<file path="src/rtl/lif_pkg.sv">
// Shared types, constants and helpers for the leaky integrate-and-fire neuron family.
// Imported by the neuron top and the synaptic adder.
package lif_pkg;

    typedef enum logic [0:0] {
        ST_INTEG  = 1'b0,
        ST_REFRAC = 1'b1
    } lif_state_e;

    localparam logic RM_ZERO = 1'b0;
    localparam logic RM_SUB  = 1'b1;

    // Config register offsets above the last weight address
    localparam int CFG_THRESH = 0;
    localparam int CFG_CTRL   = 1;

    // Working width for the wide signed potential before clamping
    localparam int CLAMP_W = 32;

    // Clamp a signed wide value into the unsigned range [0, 2^vw-1]
    function automatic logic [CLAMP_W-1:0] sat_clamp(input logic signed [CLAMP_W-1:0] x,
                                                     input int vw);
        logic [CLAMP_W-1:0] max_v;
        max_v = (CLAMP_W'(1) << vw) - CLAMP_W'(1);
        if (x[CLAMP_W-1]) begin
            sat_clamp = '0;
        end else if ($unsigned(x) > max_v) begin
            sat_clamp = max_v;
        end else begin
            sat_clamp = $unsigned(x);
        end
    endfunction

endpackage

</file>
<file path="src/rtl/lif_syn_sum.sv">
// Combinational gated signed sum of synaptic weights; weight i contributes only
// when spike i is set.
module lif_syn_sum
    import lif_pkg::*;
#(
    parameter int N_IN    = 4,
    parameter int W_WIDTH = 4,
    parameter int SYN_W   = W_WIDTH + $clog2(N_IN) + 1
) (
    input  logic [N_IN-1:0][W_WIDTH-1:0] weights,
    input  logic [N_IN-1:0]              spikes,
    output logic signed [SYN_W-1:0]      sum
);

    logic signed [SYN_W-1:0] acc_s;

    // Accumulate the sign-extended weights of every active input
    always_comb begin
        acc_s = '0;
        for (int i = 0; i < N_IN; i++) begin
            if (spikes[i]) begin
                acc_s = acc_s + SYN_W'(signed'(weights[i]));
            end else begin
                acc_s = acc_s;
            end
        end
    end

    assign sum = acc_s;

endmodule

</file>
<file path="src/rtl/lif_neuron_cfg.sv">
// Configurable leaky integrate-and-fire neuron: weighted spike inputs plus direct
// current, shift leak, programmable threshold, reset mode and refractory period.
module lif_neuron_cfg
    import lif_pkg::*;
#(
    parameter int N_IN       = 4,
    parameter int V_WIDTH    = 8,
    parameter int W_WIDTH    = 4,
    parameter int LEAK_SHIFT = 1,
    parameter int REFRAC_W   = 3,
    parameter int THRESH_RST = 128,
    parameter int WEIGHT_RST = 1
) (
    input  logic                       clk,
    input  logic                       rst,
    input  logic                       en,
    input  logic [V_WIDTH-1:0]         cur_in,
    input  logic [N_IN-1:0]            spike_in,
    input  logic                       cfg_we,
    input  logic [$clog2(N_IN+2)-1:0]  cfg_addr,
    input  logic [V_WIDTH-1:0]         cfg_data,
    output logic                       spike,
    output logic [V_WIDTH-1:0]         state,
    output logic                       refrac
);

    localparam int ADDR_W = $clog2(N_IN + 2);
    localparam int SYN_W  = W_WIDTH + $clog2(N_IN) + 1;

    logic [N_IN-1:0][W_WIDTH-1:0] weight_r;
    logic [V_WIDTH-1:0]           thresh_r;
    logic [REFRAC_W:0]            ctrl_r;

    lif_state_e                   fsm_r;
    logic [REFRAC_W-1:0]          cnt_r;
    logic [V_WIDTH-1:0]           state_r;
    logic                         spike_r;
    logic                         refrac_r;

    logic signed [SYN_W-1:0]      syn_s;
    logic [V_WIDTH-1:0]           v_leak_s;
    logic signed [CLAMP_W-1:0]    v_wide_s;
    logic [V_WIDTH-1:0]           v_next_s;
    logic [V_WIDTH-1:0]           v_sub_s;
    logic                         fire_s;
    logic                         reset_mode_s;
    logic [REFRAC_W-1:0]          refrac_len_s;

    lif_syn_sum #(
        .N_IN    (N_IN),
        .W_WIDTH (W_WIDTH),
        .SYN_W   (SYN_W)
    ) u_syn_sum (
        .weights (weight_r),
        .spikes  (spike_in),
        .sum     (syn_s)
    );

    assign reset_mode_s = ctrl_r[0];
    assign refrac_len_s = ctrl_r[REFRAC_W:1];

    // Leak, integrate and clamp; the sum is formed wide so negative synapses cannot wrap
    always_comb begin
        v_leak_s = state_r - (state_r >> LEAK_SHIFT);
        v_wide_s = signed'(CLAMP_W'(v_leak_s)) + signed'(CLAMP_W'(cur_in)) + CLAMP_W'(syn_s);
        v_next_s = V_WIDTH'(sat_clamp(v_wide_s, V_WIDTH));
        fire_s   = (v_next_s >= thresh_r);
        v_sub_s  = v_next_s - thresh_r;
    end

    // Config register file; writes land on the edge so the same cycle sees old values
    always_ff @(posedge clk or posedge rst) begin
        if (rst) begin
            for (int i = 0; i < N_IN; i++) begin
                weight_r[i] <= W_WIDTH'(WEIGHT_RST);
            end
            thresh_r <= V_WIDTH'(THRESH_RST);
            ctrl_r   <= '0;
        end else if (cfg_we) begin
            for (int i = 0; i < N_IN; i++) begin
                if (cfg_addr == ADDR_W'(i)) begin
                    weight_r[i] <= cfg_data[W_WIDTH-1:0];
                end
            end
            if (cfg_addr == ADDR_W'(N_IN + CFG_THRESH)) begin
                thresh_r <= cfg_data;
            end
            if (cfg_addr == ADDR_W'(N_IN + CFG_CTRL)) begin
                ctrl_r <= cfg_data[REFRAC_W:0];
            end
        end
    end

    // Neuron FSM with registered potential, spike pulse and refractory flag
    always_ff @(posedge clk or posedge rst) begin
        if (rst) begin
            fsm_r    <= ST_INTEG;
            cnt_r    <= '0;
            state_r  <= '0;
            spike_r  <= 1'b0;
            refrac_r <= 1'b0;
        end else if (!en) begin
            spike_r <= 1'b0;
        end else begin
            case (fsm_r)
                ST_INTEG: begin
                    if (fire_s) begin
                        spike_r <= 1'b1;
                        state_r <= (reset_mode_s == RM_SUB) ? v_sub_s : '0;
                        if (refrac_len_s != '0) begin
                            fsm_r    <= ST_REFRAC;
                            cnt_r    <= refrac_len_s;
                            refrac_r <= 1'b1;
                        end
                    end else begin
                        spike_r <= 1'b0;
                        state_r <= v_next_s;
                    end
                end
                ST_REFRAC: begin
                    spike_r <= 1'b0;
                    state_r <= v_leak_s;
                    cnt_r   <= cnt_r - REFRAC_W'(1);
                    // A zero count cannot be loaded, but treat it as expiry rather than wrap
                    if (cnt_r <= REFRAC_W'(1)) begin
                        fsm_r    <= ST_INTEG;
                        refrac_r <= 1'b0;
                    end
                end
                default: begin
                    fsm_r    <= ST_INTEG;
                    spike_r  <= 1'b0;
                    refrac_r <= 1'b0;
                end
            endcase
        end
    end

    assign spike  = spike_r;
    assign state  = state_r;
    assign refrac = refrac_r;

endmodule

</file>
<file path="config.mk">
export PLATFORM = sky130hd
export DESIGN_NAME = lif_neuron_cfg
export DESIGN_NICKNAME = d
export VERILOG_FILES = /design/src/rtl/lif_pkg.sv /design/src/rtl/lif_syn_sum.sv /design/src/rtl/lif_neuron_cfg.sv
export SDC_FILE = /design/constraint.sdc
export NUM_CORES = 1
export LEC_CHECK = 0
export ABC_AREA = 1
export BUFFER_PORTS_ARGS = -buffer_cell sky130_fd_sc_hd__buf_2
export CORE_UTILIZATION = 42
export CTS_CLUSTER_DIAMETER = 150
export CTS_CLUSTER_SIZE = 20
export DETAILED_ROUTE_END_ITERATION = 16
export GPL_TIMING_DRIVEN = 0
export HOLD_SLACK_MARGIN = 0.05
export PLACE_DENSITY_LB_ADDON = 0.08
export SLEW_MARGIN = 20
export SYNTH_ARGS = -nofsm -noshare
export SYNTH_HDL_FRONTEND = slang
export SYNTH_SLANG_ARGS = --single-unit
</file>
<file path="constraint.sdc">
create_clock -name clk -period 8.5 [get_ports clk]
set_input_delay 0.425 -clock clk [delete_from_list [all_inputs] [get_ports clk]]
set_output_delay 0.425 -clock clk [all_outputs]
set_load 0.005 [all_outputs]
</file>
==> results.toml <==
[status]
status = "finished clean"

[clock_tree]
cts_max_path_buffers = 2
path_clk_slew_ns = 0.08
cts_sinks = 42
numCtsBuffers = 5
cts_tree = "yes"
root_buffer = "clkbuf_8"
htree_levels = 2
clock_latency_ns = 0.29

[critical_path]
end_kind = "flop"
worst-path-max-fanout = 10
crit_type = "flop to flop"
crit_required_ns = 8.68
crit_family = "simple AND/OR/NAND/NOR gates"
crit_arrival_ns = 7.85
critPathMaxStageDelay_ns = 0.54
crit_slowest_cell = "dfstp_2"
critPathMostFrequentCell = "nand2_1"
critPathLaunchType = "flop"
cp_num_buf_inv = 4

[floorplanning]
io_pins = 37
die_h_microns = 104.0
die-area_sq_mm = 0.01082
die_width_microns = 104.0
rows = 36
initial_core_util = 0.4410
core_area_sq_mm = 0.009910

[logic_synthesis]
yosysWarnings = 0
ys_ff_latch = 42
synth_top_family_by_area = "simple AND/OR/NAND/NOR gates"
synth-seq-area-share = 0.2419
synth_cells = 604
synth_ff_type = "dfrtp_1"
synth_nets = 686
synth_area_per_cell_sq_um = 7.236
ys_types = 45
synth_fa_ha_area_frac = 0.1695
synth_edf_count = 0
synthSimpleGateAreaFrac = 0.2677
async_flop_share = 1.000
syn-cell-area_sq_mm = 0.004370
synth-compound-area-share = 0.1640
synth_mux_area_frac = 0
synth_xor_area_frac = 0.05010

[drt]
firstDrtPassIters = 4
wl_microns = 9848
drc = 0
vias = 3897
routedWlPerCell_microns = 12.59
postRouteAntennaNets = 0
drtIter0Drc = 152
via_per_inst = 4.983

[grt]
grt_usage = 0.1928
gr-total-overflow = 0
grt_start_max_net_pins = 23
first_global_vias = 3725
grt_pass1_wl_microns = 17070
antenna_found_initial = 0

[place]
portBuffers = 36
dpl.hpwl_microns = 8249
place.gp.congestion = 0.8878
placed_cells = 774
preCtsSetupSlack_ns = 0.5901

[sta]
post-route-period-util = 0.9024
finalSetupViolations = 0
hold_violations = 0
relSlewSlack = 0.6594
skew_ns = 0.004384
rsz0062_at_grt = "false"
finalSetupTns_ns = 0
worst_pin_slew_ns = 0.5063
period_needed_ns = 7.671
fin_ws_ns = 0.8294
fmax_mhz = 130.4
drv_slew = 0

[finish]
final_layout_size_suffix_gt1_frac = 0.1602
fin_nets = 730
final_common_cell = "nand2_1"
fin_cells = 782
diodes = 0
area_growth_pct = 11.42
final_cell_mix = "nand2_1, inv_1, nor2_1"
num-fill-cells = 1032
final_util = 0.4914

[worst_hold_path]
hp-class = "input port to async pin"

[job]
cap_violations = 0
## state kept, by name, indices dropped and copies added (netlist names)
name      flops
thresh_r      8
cnt_r         3
state         8
weight_r     16
ctrl_r        4
refrac        1
spike         1
fsm_r         1
## layer usage
layer	GRT usage	part of all wire	vias up
met2	0.3314	0.47	58
met3	0.01942	0.033	10
met4	0.03878	0.0097	0
met1	0.2617	0.49	1762
li1	-	-	2067
met5	0	0	-
## cell usage after synthesis, types with 4 or more instances
master,n,share of area
o221ai_1,4,0.0080
inv_1,107,0.092
nor2_1,49,0.042
dfstp_2,5,0.030
nand2_4,5,0.013
o21ai_0,47,0.054
a21oi_1,38,0.044
nand2_2,12,0.017
nor2_2,4,0.0057
nand3_1,33,0.038
a21oi_2,8,0.016
dfrtp_1,37,0.21
nor3_1,5,0.0057
a31oi_1,6,0.0086
xnor2_1,6,0.012
nand4_1,5,0.0072
xor2_1,19,0.038
nand2_1,113,0.097
ha_1,48,0.14
nand3_2,7,0.016
fa_1,7,0.032
## worst paths after layout
| path | start | end | slack, ns | depth (start not counted) |
|---|---|---|---|---|
| hold reg to reg | refrac$_DFFE_PP0P_ | refrac$_DFFE_PP0P_ | 0.48 | 2 |
| min in group clk | cfg_data[7] | thresh_r[7]$_DFFE_PP1P_ | 0.36 | 3 |
| max in group asynchronous | rst | thresh_r[7]$_DFFE_PP1P_ | 7.79 | 3 |
| setup reg to reg | weight_r[0]$_DFFE_PP1P_ | refrac$_DFFE_PP0P_ | 0.83 | 49 |
| setup / recovery | weight_r[0]$_DFFE_PP1P_ | refrac$_DFFE_PP0P_ | 0.83 | 49 |
| hold / removal | rst | weight_r[1]$_DFFE_PP0P_ | 0.15 | 2 |
## layout make-up
type | count | area [sq um] | share of cell area
multi-input combinational | 444 | 2861 | 0.5876
sequential | 42 | 1057 | 0.2171
inverter | 111 | 416.7 | 0.08556
timing repair buffer | 37 | 207.7 | 0.04265
tap | 133 | 166.4 | 0.03417
clock buffer | 6 | 72.57 | 0.01490
buffer | 7 | 50.05 | 0.01028
clock inverter | 2 | 37.54 | 0.007708
## through the flow
stage	hold WS (ns)	area, sq um
5_1_grt	0.1804	4870
3_5_place_dp	0.4626	4745
6_report	0.1488	4870
2_1_floorplan	0.4529	4370
4_1_cts	0.1538	4855
3_3_place_gp	0.4615	4717
## repair_timing
item,CTS,global route
resized for setup,0,4
setup endpoints to repair,0,13
hold buffers,0,0
buffers inserted,0,0
## logic make-up after synthesis
logic type      Yosys count
simple gates            244
fa+ha+maj                55
compound gates          120
buf+inv                 118
xor+xnor                 25
flops                    42
Power is left out: the tool's default activity adds up to more than one toggle a clock period on the data nets, which glitch-free logic cannot reach.
